## config.mk

```make
export PLATFORM = sky130hd
export DESIGN_NAME = alu_issue_flat
export DESIGN_NICKNAME = d
export VERILOG_FILES = /design/src/rtl/alu_issue_if.sv /design/src/rtl/alu_issue.sv /design/src/flat_wrapper.sv
export SDC_FILE = /design/constraint.sdc
export NUM_CORES = 1
export LEC_CHECK = 0
export ABC_CLOCK_PERIOD_IN_PS = 1430
export CAP_MARGIN = 20
export CORE_MARGIN = 4
export CORE_UTILIZATION = 34
export CTS_CLUSTER_DIAMETER = 50
export DETAILED_ROUTE_END_ITERATION = 10
export MAX_ROUTING_LAYER = met4
export PLACE_DENSITY = 0.76
export SLEW_MARGIN = 25
export SYNTH_ARGS = -nofsm -noshare
export SYNTH_HDL_FRONTEND = slang
export SYNTH_SLANG_ARGS = --single-unit
```

## constraint.sdc

```tcl
create_clock -name clk -period 1.43 [get_ports clk]
set_input_delay 0.286 -clock clk [delete_from_list [all_inputs] [get_ports clk]]
set_output_delay 0.286 -clock clk [all_outputs]
set_load 0.01 [all_outputs]
```

## src/rtl/alu_issue_if.sv

```systemverilog
// alu_issue_if: handshake and data bundle for the execute-issue stage.
//   ID side   : inValid/inReady, aluOp, funct, rsData, rtData, immExt, aluSrc,
//               fwdA, fwdB, exMemResult, memWbResult, flush
//   ALU side  : outValid/outReady, aluSel, in1, in2, storeData, illegal
// slave  = the issue stage itself; master = whoever drives it (ID/hazard/ALU).
interface alu_issue_if #(parameter int WIDTH = 32);
  logic             inValid;
  logic             inReady;
  logic [1:0]       aluOp;
  logic [5:0]       funct;
  logic [WIDTH-1:0] rsData;
  logic [WIDTH-1:0] rtData;
  logic [WIDTH-1:0] immExt;
  logic             aluSrc;
  logic [1:0]       fwdA;
  logic [1:0]       fwdB;
  logic [WIDTH-1:0] exMemResult;
  logic [WIDTH-1:0] memWbResult;
  logic             flush;
  logic             outReady;
  logic             outValid;
  logic [3:0]       aluSel;
  logic [WIDTH-1:0] in1;
  logic [WIDTH-1:0] in2;
  logic [WIDTH-1:0] storeData;
  logic             illegal;

  modport slave (
    input  inValid, aluOp, funct, rsData, rtData, immExt, aluSrc,
           fwdA, fwdB, exMemResult, memWbResult, flush, outReady,
    output inReady, outValid, aluSel, in1, in2, storeData, illegal
  );

  modport master (
    output inValid, aluOp, funct, rsData, rtData, immExt, aluSrc,
           fwdA, fwdB, exMemResult, memWbResult, flush, outReady,
    input  inReady, outValid, aluSel, in1, in2, storeData, illegal
  );
endinterface

```

## src/rtl/alu_issue.sv

```systemverilog
// alu_issue: execute-issue stage in front of the 32-bit ALU.
//   Resolves operand forwarding and the immediate select, decodes
//   aluOp/funct into the ALU's 4-bit select, and holds everything in one
//   registered slot with a valid/ready handshake.
// Ports:
//   clk    - clock, rising edge
//   rst    - synchronous, active-high reset
//   io_bus - alu_issue_if.slave (see interface file for signal list)
module alu_issue #(
  parameter int WIDTH = 32
) (
  input  logic        clk,
  input  logic        rst,
  alu_issue_if.slave  io_bus
);

  logic             r_outValid;
  logic [3:0]       r_aluSel;
  logic [WIDTH-1:0] r_in1;
  logic [WIDTH-1:0] r_in2;
  logic [WIDTH-1:0] r_storeData;
  logic             r_illegal;

  logic [3:0]       w_sel;
  logic             w_ill;
  logic [WIDTH-1:0] w_opA;
  logic [WIDTH-1:0] w_fwdB;
  logic             w_inReady;
  logic             w_load;

  // ALU operation decode
  always_comb begin
    w_sel = 4'd2;
    w_ill = 1'b0;
    unique case (io_bus.aluOp)
      2'b00: w_sel = 4'd2;
      2'b01: w_sel = 4'd6;
      2'b11: w_sel = 4'd1;
      default: begin
        unique case (io_bus.funct)
          6'h20: w_sel = 4'd2;
          6'h22: w_sel = 4'd6;
          6'h24: w_sel = 4'd0;
          6'h25: w_sel = 4'd1;
          6'h2A: w_sel = 4'd7;
          6'h27: w_sel = 4'd12;
          default: begin
            w_sel = 4'd15;  // ALU returns 0 for this select
            w_ill = 1'b1;
          end
        endcase
      end
    endcase
  end

  // Forward select 11 is reserved and falls back to the register file.
  always_comb begin
    unique case (io_bus.fwdA)
      2'b01:   w_opA = io_bus.memWbResult;
      2'b10:   w_opA = io_bus.exMemResult;
      default: w_opA = io_bus.rsData;
    endcase
    unique case (io_bus.fwdB)
      2'b01:   w_fwdB = io_bus.memWbResult;
      2'b10:   w_fwdB = io_bus.exMemResult;
      default: w_fwdB = io_bus.rtData;
    endcase
  end

  // rst term keeps inReady high while the slot register is still settling.
  assign w_inReady = rst || !r_outValid || io_bus.outReady;
  assign w_load    = io_bus.inValid && w_inReady && !io_bus.flush;

  always_ff @(posedge clk) begin
    if (rst) begin
      r_outValid  <= 1'b0;
      r_aluSel    <= '0;
      r_in1       <= '0;
      r_in2       <= '0;
      r_storeData <= '0;
      r_illegal   <= 1'b0;
    end else if (io_bus.flush) begin
      // Data registers keep their contents; only the valid/illegal flags die.
      r_outValid <= 1'b0;
      r_illegal  <= 1'b0;
    end else if (w_load) begin
      r_outValid  <= 1'b1;
      r_aluSel    <= w_sel;
      r_in1       <= w_opA;
      r_in2       <= io_bus.aluSrc ? io_bus.immExt : w_fwdB;
      r_storeData <= w_fwdB;
      r_illegal   <= w_ill;
    end else if (r_outValid && io_bus.outReady) begin
      r_outValid <= 1'b0;
    end
  end

  assign io_bus.inReady   = w_inReady;
  assign io_bus.outValid  = r_outValid;
  assign io_bus.aluSel    = r_aluSel;
  assign io_bus.in1       = r_in1;
  assign io_bus.in2       = r_in2;
  assign io_bus.storeData = r_storeData;
  assign io_bus.illegal   = r_illegal;

endmodule

```

## src/flat_wrapper.sv

```systemverilog
// flat-port wrapper written by rule: the top's interface ports become plain ports
module alu_issue_flat 
#(
  parameter int WIDTH = 32
)
  (clk, rst, io_bus_inValid, io_bus_aluOp, io_bus_funct, io_bus_rsData, io_bus_rtData, io_bus_immExt, io_bus_aluSrc, io_bus_fwdA, io_bus_fwdB, io_bus_exMemResult, io_bus_memWbResult, io_bus_flush, io_bus_outReady, io_bus_inReady, io_bus_outValid, io_bus_aluSel, io_bus_in1, io_bus_in2, io_bus_storeData, io_bus_illegal);
  alu_issue_if #(.WIDTH(WIDTH)) io_bus_i ();
  input  logic clk;
  input  logic rst;
  input wire logic [$bits(io_bus_i.inValid)-1:0] io_bus_inValid;
  input wire logic [$bits(io_bus_i.aluOp)-1:0] io_bus_aluOp;
  input wire logic [$bits(io_bus_i.funct)-1:0] io_bus_funct;
  input wire logic [$bits(io_bus_i.rsData)-1:0] io_bus_rsData;
  input wire logic [$bits(io_bus_i.rtData)-1:0] io_bus_rtData;
  input wire logic [$bits(io_bus_i.immExt)-1:0] io_bus_immExt;
  input wire logic [$bits(io_bus_i.aluSrc)-1:0] io_bus_aluSrc;
  input wire logic [$bits(io_bus_i.fwdA)-1:0] io_bus_fwdA;
  input wire logic [$bits(io_bus_i.fwdB)-1:0] io_bus_fwdB;
  input wire logic [$bits(io_bus_i.exMemResult)-1:0] io_bus_exMemResult;
  input wire logic [$bits(io_bus_i.memWbResult)-1:0] io_bus_memWbResult;
  input wire logic [$bits(io_bus_i.flush)-1:0] io_bus_flush;
  input wire logic [$bits(io_bus_i.outReady)-1:0] io_bus_outReady;
  output wire logic [$bits(io_bus_i.inReady)-1:0] io_bus_inReady;
  output wire logic [$bits(io_bus_i.outValid)-1:0] io_bus_outValid;
  output wire logic [$bits(io_bus_i.aluSel)-1:0] io_bus_aluSel;
  output wire logic [$bits(io_bus_i.in1)-1:0] io_bus_in1;
  output wire logic [$bits(io_bus_i.in2)-1:0] io_bus_in2;
  output wire logic [$bits(io_bus_i.storeData)-1:0] io_bus_storeData;
  output wire logic [$bits(io_bus_i.illegal)-1:0] io_bus_illegal;
  assign io_bus_i.inValid = io_bus_inValid;
  assign io_bus_i.aluOp = io_bus_aluOp;
  assign io_bus_i.funct = io_bus_funct;
  assign io_bus_i.rsData = io_bus_rsData;
  assign io_bus_i.rtData = io_bus_rtData;
  assign io_bus_i.immExt = io_bus_immExt;
  assign io_bus_i.aluSrc = io_bus_aluSrc;
  assign io_bus_i.fwdA = io_bus_fwdA;
  assign io_bus_i.fwdB = io_bus_fwdB;
  assign io_bus_i.exMemResult = io_bus_exMemResult;
  assign io_bus_i.memWbResult = io_bus_memWbResult;
  assign io_bus_i.flush = io_bus_flush;
  assign io_bus_i.outReady = io_bus_outReady;
  assign io_bus_inReady = io_bus_i.inReady;
  assign io_bus_outValid = io_bus_i.outValid;
  assign io_bus_aluSel = io_bus_i.aluSel;
  assign io_bus_in1 = io_bus_i.in1;
  assign io_bus_in2 = io_bus_i.in2;
  assign io_bus_storeData = io_bus_i.storeData;
  assign io_bus_illegal = io_bus_i.illegal;
  alu_issue #(.WIDTH(WIDTH)) u_core (.clk(clk), .rst(rst), .io_bus(io_bus_i));
endmodule
```

---- Word level (Yosys, flattened, before mapping) ----
Index checks and enable logic that the tools add are counted.
word-level totals
  flip-flop bits (word level) ............. 102
  input bits .............................. 178
  word-level logic and storage cells ...... 41
  output and inout port bits .............. 103
cells by class
  eq/ne operators ......................... 12
  reductions and logical operators ........ 13
  bitwise operators ....................... 1
  mux-type cells .......................... 9
operator list
  cell                                                             number
  32-bit one-hot mux with 2 select lines                           2
  6-bit == test, second input constant                             6
  32-bit two-way mux                                               1
  4-bit one-hot mux with 6 select lines                            1
  4-bit one-hot mux with 3 select lines                            1
  2-bit by 1-bit == test with 1-bit output, second input constant  3
  2-bit == test, second input constant                             3
  6-bit OR reduction                                               1
  1-bit two-way mux                                                4
  1-bit logical AND                                                3
  3-bit OR reduction                                               1
  1-bit zero test                                                  2
  2-bit zero test                                                  1
  1-bit logical OR                                                 2
  2-bit AND reduction                                              1
  2-bit nonzero test                                               1
  2-bit OR reduction                                               1
  1-bit NOT                                                        1

---- Longest topological paths before layout ----
  word-level depth ........................ 6
  mapped depth ............................ 8
  depth with buffers taken out ............ 6

---- Least setup slack after synthesis ----
OpenSTA, ideal clock, no wires.
  kind .................................... in2reg
  start point ............................. in io_bus_fwdB[0]
  end point ............................... reg u_core.r_storeData[28], in the netlist u_core.io_bus.storeData[28]
  arrival time ............................ 1.413 ns
  setup time .............................. 0.117 ns
  cell stages on the path ................. 6
  setup slack ............................. -0.100 ns
  data required time ...................... 1.313 ns
  buffers on the path ..................... 2
  cell sequence ........................... inv_1 ha_1 clkbuf_1 clkbuf_1 a21oi_1 a22o_1
between the ends
  word-level cells in the longest chain between the ends .. 2
  elaborated cells between the ends (all ways) .. 3
  those cells by class .................... eq/ne (2); mux (1)
ends and longest elaborated chain
  element                                                                    line                RTL
  start: declaration                                                         flat_wrapper.sv:18  input wire logic [$bits(io_bus_i.fwdB)-1:0] io_bus_fwdB;
  2-bit == test or 2-bit by 1-bit == test with 1-bit output (tied branches)  alu_issue.sv:63     unique case (io_bus.fwdB)
  32-bit one-hot mux with 2 select lines (*)                                 alu_issue.sv:63
  end signal: assignment                                                     alu_issue.sv:91     r_storeData <= w_fwdB;
  end: declaration                                                           alu_issue.sv:21     logic [WIDTH-1:0] r_storeData;
Mark *: on every way between the ends. The rest lies on a longest branch, timed or not.
A chain may end at the register's enable or synchronous reset.

---- Worst setup path in the final report ----
  start point ............................. reg u_core.r_outValid, in the netlist u_core.io_bus.outValid
  end point ............................... out io_bus_inReady
between the ends
  word-level cells in the longest chain between the ends .. 3
ends and longest elaborated chain
  element                        line                RTL
  start: declaration             alu_issue.sv:17     logic r_outValid;
  start signal: assignment       alu_issue.sv:76     r_outValid <= 1'b0;
  start signal: assignment       alu_issue.sv:84     r_outValid <= 1'b0;
  start signal: assignment       alu_issue.sv:87     r_outValid <= 1'b1;
  1-bit zero test                alu_issue.sv:71     assign w_inReady = rst || !r_outValid || io_bus.outReady;
  1-bit logical OR (2 in a row)  alu_issue.sv:71
  end: declaration               flat_wrapper.sv:23  output wire logic [$bits(io_bus_i.inReady)-1:0] io_bus_inReady;
Every way passes these cells.

==> results.json <==
{
  "numCtsBuffers": 9,
  "grt_util_met3_pct": 7.20,
  "async_flop_share_pct": 0,
  "grtUsageMet2_pct": 44.1,
  "finalSetupTns_ns": 0,
  "synth_top_area_share_pct": 42.6,
  "cts.hold.buffers_added": 0,
  "min_from": "io_bus_outReady",
  "worst-setup-path-type": "register to output pin",
  "crit_required_ns": 1.14,
  "dieArea_mm2": 0.0161,
  "critPathTopFamily": "flip-flops",
  "finalCritPeriodShare_pct": 99.5,
  "pre_cts_slack_ns": -0.782,
  "r2r-end": "u_core.io_bus.in2[8]",
  "clkSinkCount": 102,
  "syn_to_final_growth_pct": 85.7,
  "num_rows": 43,
  "gp_congestion": 0.965,
  "vias": 5780,
  "track_usage_pct": 25.8,
  "drt-initial-drc-count": 451,
  "top_usage_layer": "met2",
  "ys_seq_area_share_pct": 42.6,
  "fin_cells": 1079,
  "synth_cell_types": 32,
  "power_uw": 7850,
  "path_cells": "nand2b_4, or2_4, buf_6",
  "clk_path_buf_depth": 2,
  "synth_xor_area_share_pct": 0.183,
  "synth_edf_count": 0,
  "start_kind": "register",
  "grt_max_degree": 42,
  "clkLatencyLatePin_ns": 0.36,
  "ys_seq_elements": 102,
  "avgSynthCellArea_um2": 8.16,
  "n_antenna_cell": 0,
  "use_met1_pct": 28.9,
  "cp-end-kind": "output pin",
  "drive_gt1_share_pct": 15.6,
  "path_buf_inv": 1,
  "rsz0062_at_grt": "yes",
  "nNetsFinal": 1076,
  "fillCellCount": 1205,
  "netlist_instances": 587,
  "arrival_ns": 1.14,
  "grt_pass1_vias": 5798,
  "ant_nets": 0,
  "irDropWorstVdd_v": 0.000550,
  "avgViaCountPerCell": 5.36,
  "fin_ws_ns": 0.00755,
  "cp_max_fo": 2,
  "htreeDepth": 3,
  "netlist_area_mm2": 0.00479,
  "portBuffers": 280,
  "synthSimpleGateAreaFrac_pct": 10.2,
  "grt_pass1_wl_um": 31600,
  "drc": 0,
  "min_to": "u_core.io_bus.outValid",
  "status": "finished clean",
  "grt_antenna_before_repair": 0,
  "dp_hpwl_um": 15800,
  "cts.clk_slew.worst_paths_ns": 0.08,
  "drt_wl_total_um": 21200,
  "synth_fa_ha_area_share_pct": 1.04,
  "max_slew_margin_pct": 73.8,
  "worst_path_max_delay_cell": "dfxtp_2",
  "synth-compound-area-share_pct": 37.7,
  "max_freq_ghz": 0.703,
  "tightest_slew_ns": 0.394,
  "fin_util_pct": 64.3,
  "synth_largest_area_cell": "dfxtp_1",
  "slew_violations": 0,
  "slowest_delay_ns": 0.35,
  "synth_mux_area_share_pct": 0.209,
  "holdPathStages": 4,
  "core_region_area_mm2": 0.0138,
  "dp.cells": 1054,
  "start_util_pct": 34.7,
  "r2r_cells": 6,
  "die_w_um": 127,
  "hold_path.class": "input port to register",
  "firstDrtPassIters": 5,
  "synth_ff_type": "dfxtp_1",
  "final.min_clock_period_ns": 1.42,
  "skew_ns": 0.0101,
  "die-height_um": 127,
  "power.density_mw_per_mm2": 882,
  "io_pins": 281,
  "p_leak_uw": 0.00396,
  "final_hold_viol_count": 0,
  "r2r-start": "u_core.io_bus.outValid",
  "cts_tree": "done",
  "finalSetupViolations": 0,
  "synth_top_family_by_area": "compound AO/OA/AOI/OAI gates",
  "wl_per_cell_um": 19.7,
  "clock-root-buffer": "clkbuf_16",
  "ys.warnings.count": 0,
  "syn_nets": 769,
  "r2r_setup_slack_ns": 0.09,
  "cap_violations": 0,
  "synth_top_cells_by_area": "dfxtp_1 (43%), a22o_1 (12%), o21ai_1 (6.9%)",
  "grt_overflow_total": 0
}
[cell usage in the layout, fill, tap and decap left out, types with 4 or more instances in the layout]
| cell type | instances |
|---|---|
| nor2_1 | 36 |
| buf_4 | 51 |
| buf_12 | 11 |
| a221oi_1 | 5 |
| clkdlybuf4s50_1 | 172 |
| a21oi_2 | 12 |
| nand2_1 | 65 |
| nand2b_1 | 4 |
| o21ai_1 | 68 |
| a221oi_4 | 10 |
| dfxtp_1 | 101 |
| clkbuf_16 | 12 |
| o21ai_0 | 30 |
| buf_6 | 6 |
| dlygate4sd2_1 | 103 |
| a221oi_2 | 17 |
| a21oi_1 | 22 |
| a22oi_1 | 29 |
| a22o_1 | 65 |
| inv_1 | 38 |
[synthesized netlist by cell type (14+ instances only)]
master / n
nor2_1: 36
a221oi_1: 32
o21ai_1: 66
nand2_1: 65
a22oi_1: 32
buf_2: 14
a21oi_1: 34
a22o_1: 65
o21ai_0: 32
clkbuf_1: 37
dfxtp_1: 102
inv_1: 38
[where the power goes]
| group | internal (uW) | leakage (uW) | switching [uW] |
|---|---|---|---|
| clock | 1260 | 0.000151 | 1280 |
| combinational | 1170 | 0.00298 | 1040 |
| sequential | 3000 | 0.000833 | 85.4 |
| total | 5440 | 0.00396 | 2410 |
[sequential cells by signal (all words and copies together) (netlist names)]
register,count
u_core.io_bus.in2,32
u_core.io_bus.in1,32
u_core.io_bus.storeData,32
u_core.io_bus.illegal,1
u_core.io_bus.outValid,1
u_core.io_bus.aluSel,4
[cells by family after synthesis]
family | after synthesis
DFF | 102
muxes | 1
AOI/OAI and AO/OA | 268
adders and majority gates | 4
xor gates and xnor gates | 1
and+or+nand+nor | 118
buffers and inverters | 93
[worst reg2reg max path: cells and delay by family, from the launching register on]
family / cells / cell delay (ns)
buffers and inverters: 2 / 0.32
DFF: 1 / 0.34
AOI/OAI and AO/OA: 2 / 0.23
and+or+nand+nor: 2 / 0.38
[worst max-delay path by stage]
stage,to,depth (start not counted),startpoint,slack [ns]
6_report,io_bus_inReady,3,u_core.io_bus.outValid,0.008
2_1_floorplan,u_core.io_bus.storeData[1],7,io_bus_fwdB[0],-0.05
5_1_grt,io_bus_inReady,3,u_core.io_bus.outValid,-0.03
3_5_place_dp,u_core.io_bus.in2[31],9,io_bus_fwdB[0],-0.78
3_3_place_gp,u_core.io_bus.storeData[0],8,io_bus_fwdB[0],-0.74
4_1_cts,io_bus_inReady,4,io_bus_outReady,-0.03
[layer usage]
layer  vias up  part of all wire [%]
met5         -                     0
met3        49                   8.6
li1       2769                     -
met2       279                    49
met4         0                   3.1
met1      2683                    39
[timing repair]
item,4_1_cts,5_1_grt
gates cloned,0,3
endpoints found under the setup margin,199,54
gates resized for setup,141,30
setup buffers,2,5
pin swaps,0,7
[layout make-up]
cell class	count	area, um2	area share (%)
well taps	180	225	2.53
multi-input cells	392	2760	31.1
inverters	39	146	1.65
clock inverters	7	83.8	0.942
repair buffers	350	3410	38.3
flip-flops and latches	102	2040	23.0
clock buffers	9	225	2.53
[per-stage QoR]
step	hold slack, ns	cell area (um2)
5_1_grt	0.392	8900
6_report	0.399	8900
4_1_cts	0.447	8660
3_5_place_dp	0.439	8270
2_1_floorplan	0.365	4900
3_3_place_gp	0.433	8270
Power figures use the tool's default switching activity.
==> patch 1, RTL diff (same flow settings) <==
`WIDTH` is set to 32 in 3 places; all go to 24.
--- a/src/rtl/alu_issue_if.sv
+++ b/src/rtl/alu_issue_if.sv
@@ -5,3 +5,3 @@
 // slave  = the issue stage itself; master = whoever drives it (ID/hazard/ALU).
-interface alu_issue_if #(parameter int WIDTH = 32);
+interface alu_issue_if #(parameter int WIDTH = 24);
   logic             inValid;
--- a/src/rtl/alu_issue.sv
+++ b/src/rtl/alu_issue.sv
@@ -9,3 +9,3 @@
 module alu_issue #(
-  parameter int WIDTH = 32
+  parameter int WIDTH = 24
 ) (
--- a/src/flat_wrapper.sv
+++ b/src/flat_wrapper.sv
@@ -3,3 +3,3 @@
 #(
-  parameter int WIDTH = 32
+  parameter int WIDTH = 24
 )
Ports: changed (8 resized); port bits go from 281 to 217. The function was not compared with the original's and may differ.
==> patch 1 against the unedited design <==
The run now ends with setup timing left. Combinational power decreased by 6%. Wire length shrank 12%. Area after synthesis fell by 17%. Sequential cell count shrank 24. Power shrank 17%. Cell area down 9.0%. Setup slack worse by 0.097 ns. Die area is 16% lower. Largest cell class unchanged. Largest power group unchanged.
==> patch 1: results (changes against the unedited design) <==
[status]
status = finished, violations left
violations = setup timing

[power]
intPower_uw = 4560  ; -16%
ir_drop_mv = 0.688  ; +25%
leakagePower_uw = 0.00336  ; -15%

[place]
dpl_cell_area_um2 = 6860  ; -17%
pre_cts_slack_ns = -0.899  ; -0.117 ns
gp_congestion = 0.893  ; -7.5%
portBuffers = 216  ; -23%
hpwlAfterDp_mm = 12.5  ; -21%

[timing]
hold_slack_ns = 0.395  ; -0.00400 ns
tightest_slew_ns = 1.02  ; +0.623 ns
setup_slack_ns = -0.0899  ; -0.0975 ns
finClkSkew_ns = 0.00527  ; -0.00482 ns
setup_violations = 38  ; +38

[logic_synthesis]
synth_nets = 684  ; -11%
synthArstFlopShare_pct = 0  ; unchanged
ys_seq_area_share_pct = 39.0  ; -3.6 points
synthTopCellsByArea = dfxtp_1 (39%), nand2_1 (11%), a22oi_1 (6.4%)
yosysWarnings = 0  ; unchanged
synth_top_cell_by_area = dfxtp_1
synthTopCellsByCount = nand2_1 (120), dfxtp_1 (78), a21oi_1 (49)

[critical_path]
max_stage_delay_ns = 0.38  ; +0.03 ns
r2r_start = u_core.io_bus.outValid
worstPathMaxFanout = 21  ; +19
reg2reg_to = u_core.io_bus.storeData[9]
arrival_ns = 1.78  ; +0.64 ns
r2r_cells = 5  ; -1
slowest_stage = or3_1

[clock_network]
clkTransAtPathRegs_ns = 0.06  ; -0.02 ns
cts-root-buf = clkbuf_16
clk_latency_ns = 0.34  ; -0.02 ns

[global_routing]
grt_max_degree = 80  ; +90%
grt_pass1_vias = 5171  ; -11%
grt_usage_pct = 26.7  ; +0.91 points
grt_pass1_wl_mm = 27.1  ; -14%

[layout]
nFillCells = 868  ; -28%
drive_gt1_share_pct = 27.6  ; +12 points
nets = 956  ; -11%

[route]
via_per_inst = 5.42  ; +1.1%
totalWireLength_mm = 18.6  ; -12%
drt_iter0_drc = 433  ; -4.0%

[min_path]
hold_start = io_bus_flush
hold_depth = 3  ; -1
hp-class = input pin to register

==> patch 1: cells by family (layout without fill, tap and decap cells) <==
family,Yosys count,count (layout),synth area share (%)
DFF,78,78,39.0
AOI/OAI and AO/OA,166,166,26.7
and+or+nand+nor,239,239,27.0
adders and majority gates,4,4,1.25
buffers and inverters,55,329,6.04
==> patch 1: through the flow <==
| stage | power [uW] | util, % | setup TNS (ns) | cells |
|---|---|---|---|---|
| 4_1_cts | 6370 | 67.7 | -2.63 | 958 |
| 3_3_place_gp | 4100 | 59.9 | -42.42 | 922 |
| 3_5_place_dp | 4130 | 59.9 | -44.76 | 922 |
| 6_report | 6500 | 70.6 | -2.18 | 959 |
| 5_1_grt | 6780 | 70.6 | -5.43 | 959 |
| 2_1_floorplan | 3110 | - | -0.102 | 542 |
==> patch 1: per-layer routing <==
metal / vias to the layer above / routed length [um] / share of wire [%] / global-route usage, %
li1: 2473 / - / - / -
met3: 43 / 1460 / 7.9 / 6.22
met4: 0 / 648 / 3.5 / 11.4
met1: 2410 / 7570 / 41 / 32.7
met2: 267 / 8960 / 48 / 42.3
met5: - / 0 / 0 / -
==> patch 1: cell type report <==
class	instances	area [um2]	area share, %
Timing Repair Buffer	308	3150	38.9
Clock inverter	2	12.5	0.155
Clock buffer	11	233	2.88
Tap cell	143	179	2.21
Sequential cell	78	1560	19.3
Multi-Input combinational cell	409	2930	36.1
Inverter	8	32.5	0.402
==> patch 1: how the worst max path moves through the flow <==
stage / from / endpoint / depth (start not counted)
after floorplan: io_bus_fwdB[1] / u_core.io_bus.in2[10] / 7
after global placement: io_bus_fwdB[1] / u_core.io_bus.in2[0] / 8
after detailed placement: io_bus_fwdB[1] / u_core.io_bus.in2[1] / 8
after CTS: u_core.io_bus.outValid / io_bus_inReady / 5
after global routing: u_core.io_bus.outValid / u_core.io_bus.in2[19] / 9
final: u_core.io_bus.outValid / u_core.io_bus.storeData[9] / 5
==> patch 1: repair_timing <==
action,CTS,global route
pin swaps,29,24
setup endpoints to repair,154,78
setup buffers,14,3
cloned,9,3
gates resized for setup,197,86
==> patch 1: worst max-delay path: cells and delay by family, from the launching register on <==
| kind | cells | cell delay, ns |
|---|---|---|
| compound gates | 1 | 0.13 |
| buf+inv | 1 | 0.16 |
| flops | 1 | 0.32 |
| simple gates | 3 | 0.82 |
==> patch 1: power by group through the flow <==
stage          clock [uW]  combinational [uW]  sequential (uW)
2_1_floorplan           0                 653             2460
5_1_grt              2150                2230             2400
6_report             2020                2090             2380
3_5_place_dp            0                1710             2420
3_3_place_gp            0                1690             2410
4_1_cts              2060                1930             2370
==> patch 2, RTL diff (same flow settings) <==
Without the edit above. Make the reset (`rst`) asynchronous in one clocked block. Comments in the files are not updated.
--- a/src/rtl/alu_issue.sv
+++ b/src/rtl/alu_issue.sv
@@ -73,3 +73,3 @@
 
-  always_ff @(posedge clk) begin
+  always_ff @(posedge clk or posedge rst) begin
     if (rst) begin
Formal check against the unedited RTL: differs if rst is asserted again (counterexample within 4 cycles, from zero or initial values and one cycle with rst high); with rst held inactive, the same outputs for 4 cycles.
==> patch 2 against the unedited design <==
The run now ends with setup timing left. Setup slack lost 0.20 ns. Count of clock-buffer cells in the layout grew 3. Sequential cell count is the same. Worst hold slack lost 0.086 ns. Wire length grew 15%. Area after synthesis grew 13%. Cell area grew 16%. Synthesized cell count grew 4.1%. Power grew 24%. Critical endpoint is now u_core.io_bus.aluSel[1].
==> patch 2: results (changes against the unedited design) <==
[layout]
seq_area_share_pct = 24.8  ; +1.8 points
multi_input_area_um2 = 2950  ; +6.9%
inverters = 41  ; +5.1%
nNonClkBuffers = 384  ; +9.7%
nFillCells = 1254  ; +4.1%
drive_gt1_share_pct = 28.3  ; +13 points
nClkBuffers = 12  ; +3
buf_share_pct = 39.7  ; +1.4 points
multi_input_gates = 417  ; +6.4%

[status]
violations = setup timing
status = finished, violations left

[timing]
finClkSkew_ns = 0.0110  ; +0.000944 ns
setup_violations = 99  ; +99
slew-limit-headroom_pct = 73.5  ; -0.22 points
setup_slack_ns = -0.192  ; -0.199 ns

[logic_synthesis]
synth_cell_types = 31  ; -3.1%
synthTopCellsByCount = o21ai_0 (111), dfrtp_1 (102), nand2_1 (100)
synth_nets = 793  ; +3.1%
synthArstFlopShare_pct = 100  ; +100 points
synth-compound-area-share_pct = 26.4  ; -11 points
synth_mux_area_share_pct = 7.27  ; +7.1 points
ys_seq_area_share_pct = 47.1  ; +4.5 points
synth_edf_count = 0  ; unchanged
synthTopCellsByArea = dfrtp_1 (47%), o21ai_0 (10%), nand2_1 (6.9%)
synth_xor_area_share_pct = 0  ; -0.18 points

[route]
via_count = 6233  ; +7.8%
drt_pre_antenna_iters = 4  ; -1
drt_iter0_drc = 305  ; -32%
wire_per_inst_um = 20.9  ; +6.0%

[critical_path]
worstPathMaxFanout = 6  ; +4
arrival_ns = 1.86  ; +0.72 ns

[global_routing]
grt_pass1_vias = 6232  ; +7.5%
grt_max_degree = 43  ; +2.4%

[power]
ir_drop_mv = 0.550  ; -0.12%
leakagePower_uw = 0.00478  ; +21%
switching_share_pct = 32.3  ; +1.5 points
clkPwrFrac_pct = 24.2  ; -8.2 points
comb_power_uw = 3670  ; +65%

[place]
gp_congestion = 0.888  ; -8.0%
hpwlAfterDp_mm = 17.4  ; +10%

[min_path]
hp-class = input pin to async pin

[floorplanning]
core_um2 = 15400  ; +12%

[clock_network]
cts_resized = 235  ; +67%

## patch 2: cell count changes after synthesis, sizes merged, moves of 3 or more
cell    delta
o21ai     +32
a221oi    -32
inv        +3
nand2     +35
dfrtp    +102
nand3b     +3
clkbuf    -14
buf       +11
a22o      -65
a221o     +32
nand2b     -3
dfxtp    -102
nor2       -3
mux2      +35
## patch 2: worst paths after layout
check / start / slack [ns] / to / depth (start not counted)
min: rst / 0.31 / u_core.io_bus.in1[17] / 4
max reg2reg: u_core.io_bus.outValid / -0.19 / u_core.io_bus.aluSel[1] / 6
min in group clk: io_bus_outReady / 0.42 / u_core.io_bus.outValid / 4
max: u_core.io_bus.outValid / -0.19 / u_core.io_bus.aluSel[1] / 6
max in group asynchronous: rst / 0.86 / u_core.io_bus.storeData[14] / 4
min reg2reg: u_core.io_bus.in2[1] / 0.48 / u_core.io_bus.in2[1] / 2
## patch 2: stage by stage
stage / TNS [ns] / utilization [%] / instances / power, uW / worst slack [ns]
after floorplan: -9.29 / - / 611 / 4960 / -0.176
after global placement: -53.79 / 58.8 / 1126 / 7040 / -0.786
after detailed placement: -56.62 / 58.8 / 1126 / 7090 / -0.809
after CTS: -11.80 / 63.7 / 1167 / 9440 / -0.177
after global routing: -15.10 / 66.7 / 1171 / 10200 / -0.221
final: -10.85 / 66.7 / 1171 / 9730 / -0.192
## patch 2: worst max-delay path: stages, from the launching register on
cell and delay [ns]:
dfrtp_1 0.34, or3b_4 0.39, buf_6 0.13, nand3b_4 0.09, buf_12 0.13, buf_12 0.13
mux2_4 0.30
## patch 2: layer usage
metal	track usage [%]	share of wire [%]	vias to the layer above	wire length (um)
met2	43.1	50	315	12200
met3	7.50	8.8	68	2150
met5	-	0	-	0
met4	11.8	4.2	0	1030
li1	-	-	2859	-
met1	28.8	37	2991	9050
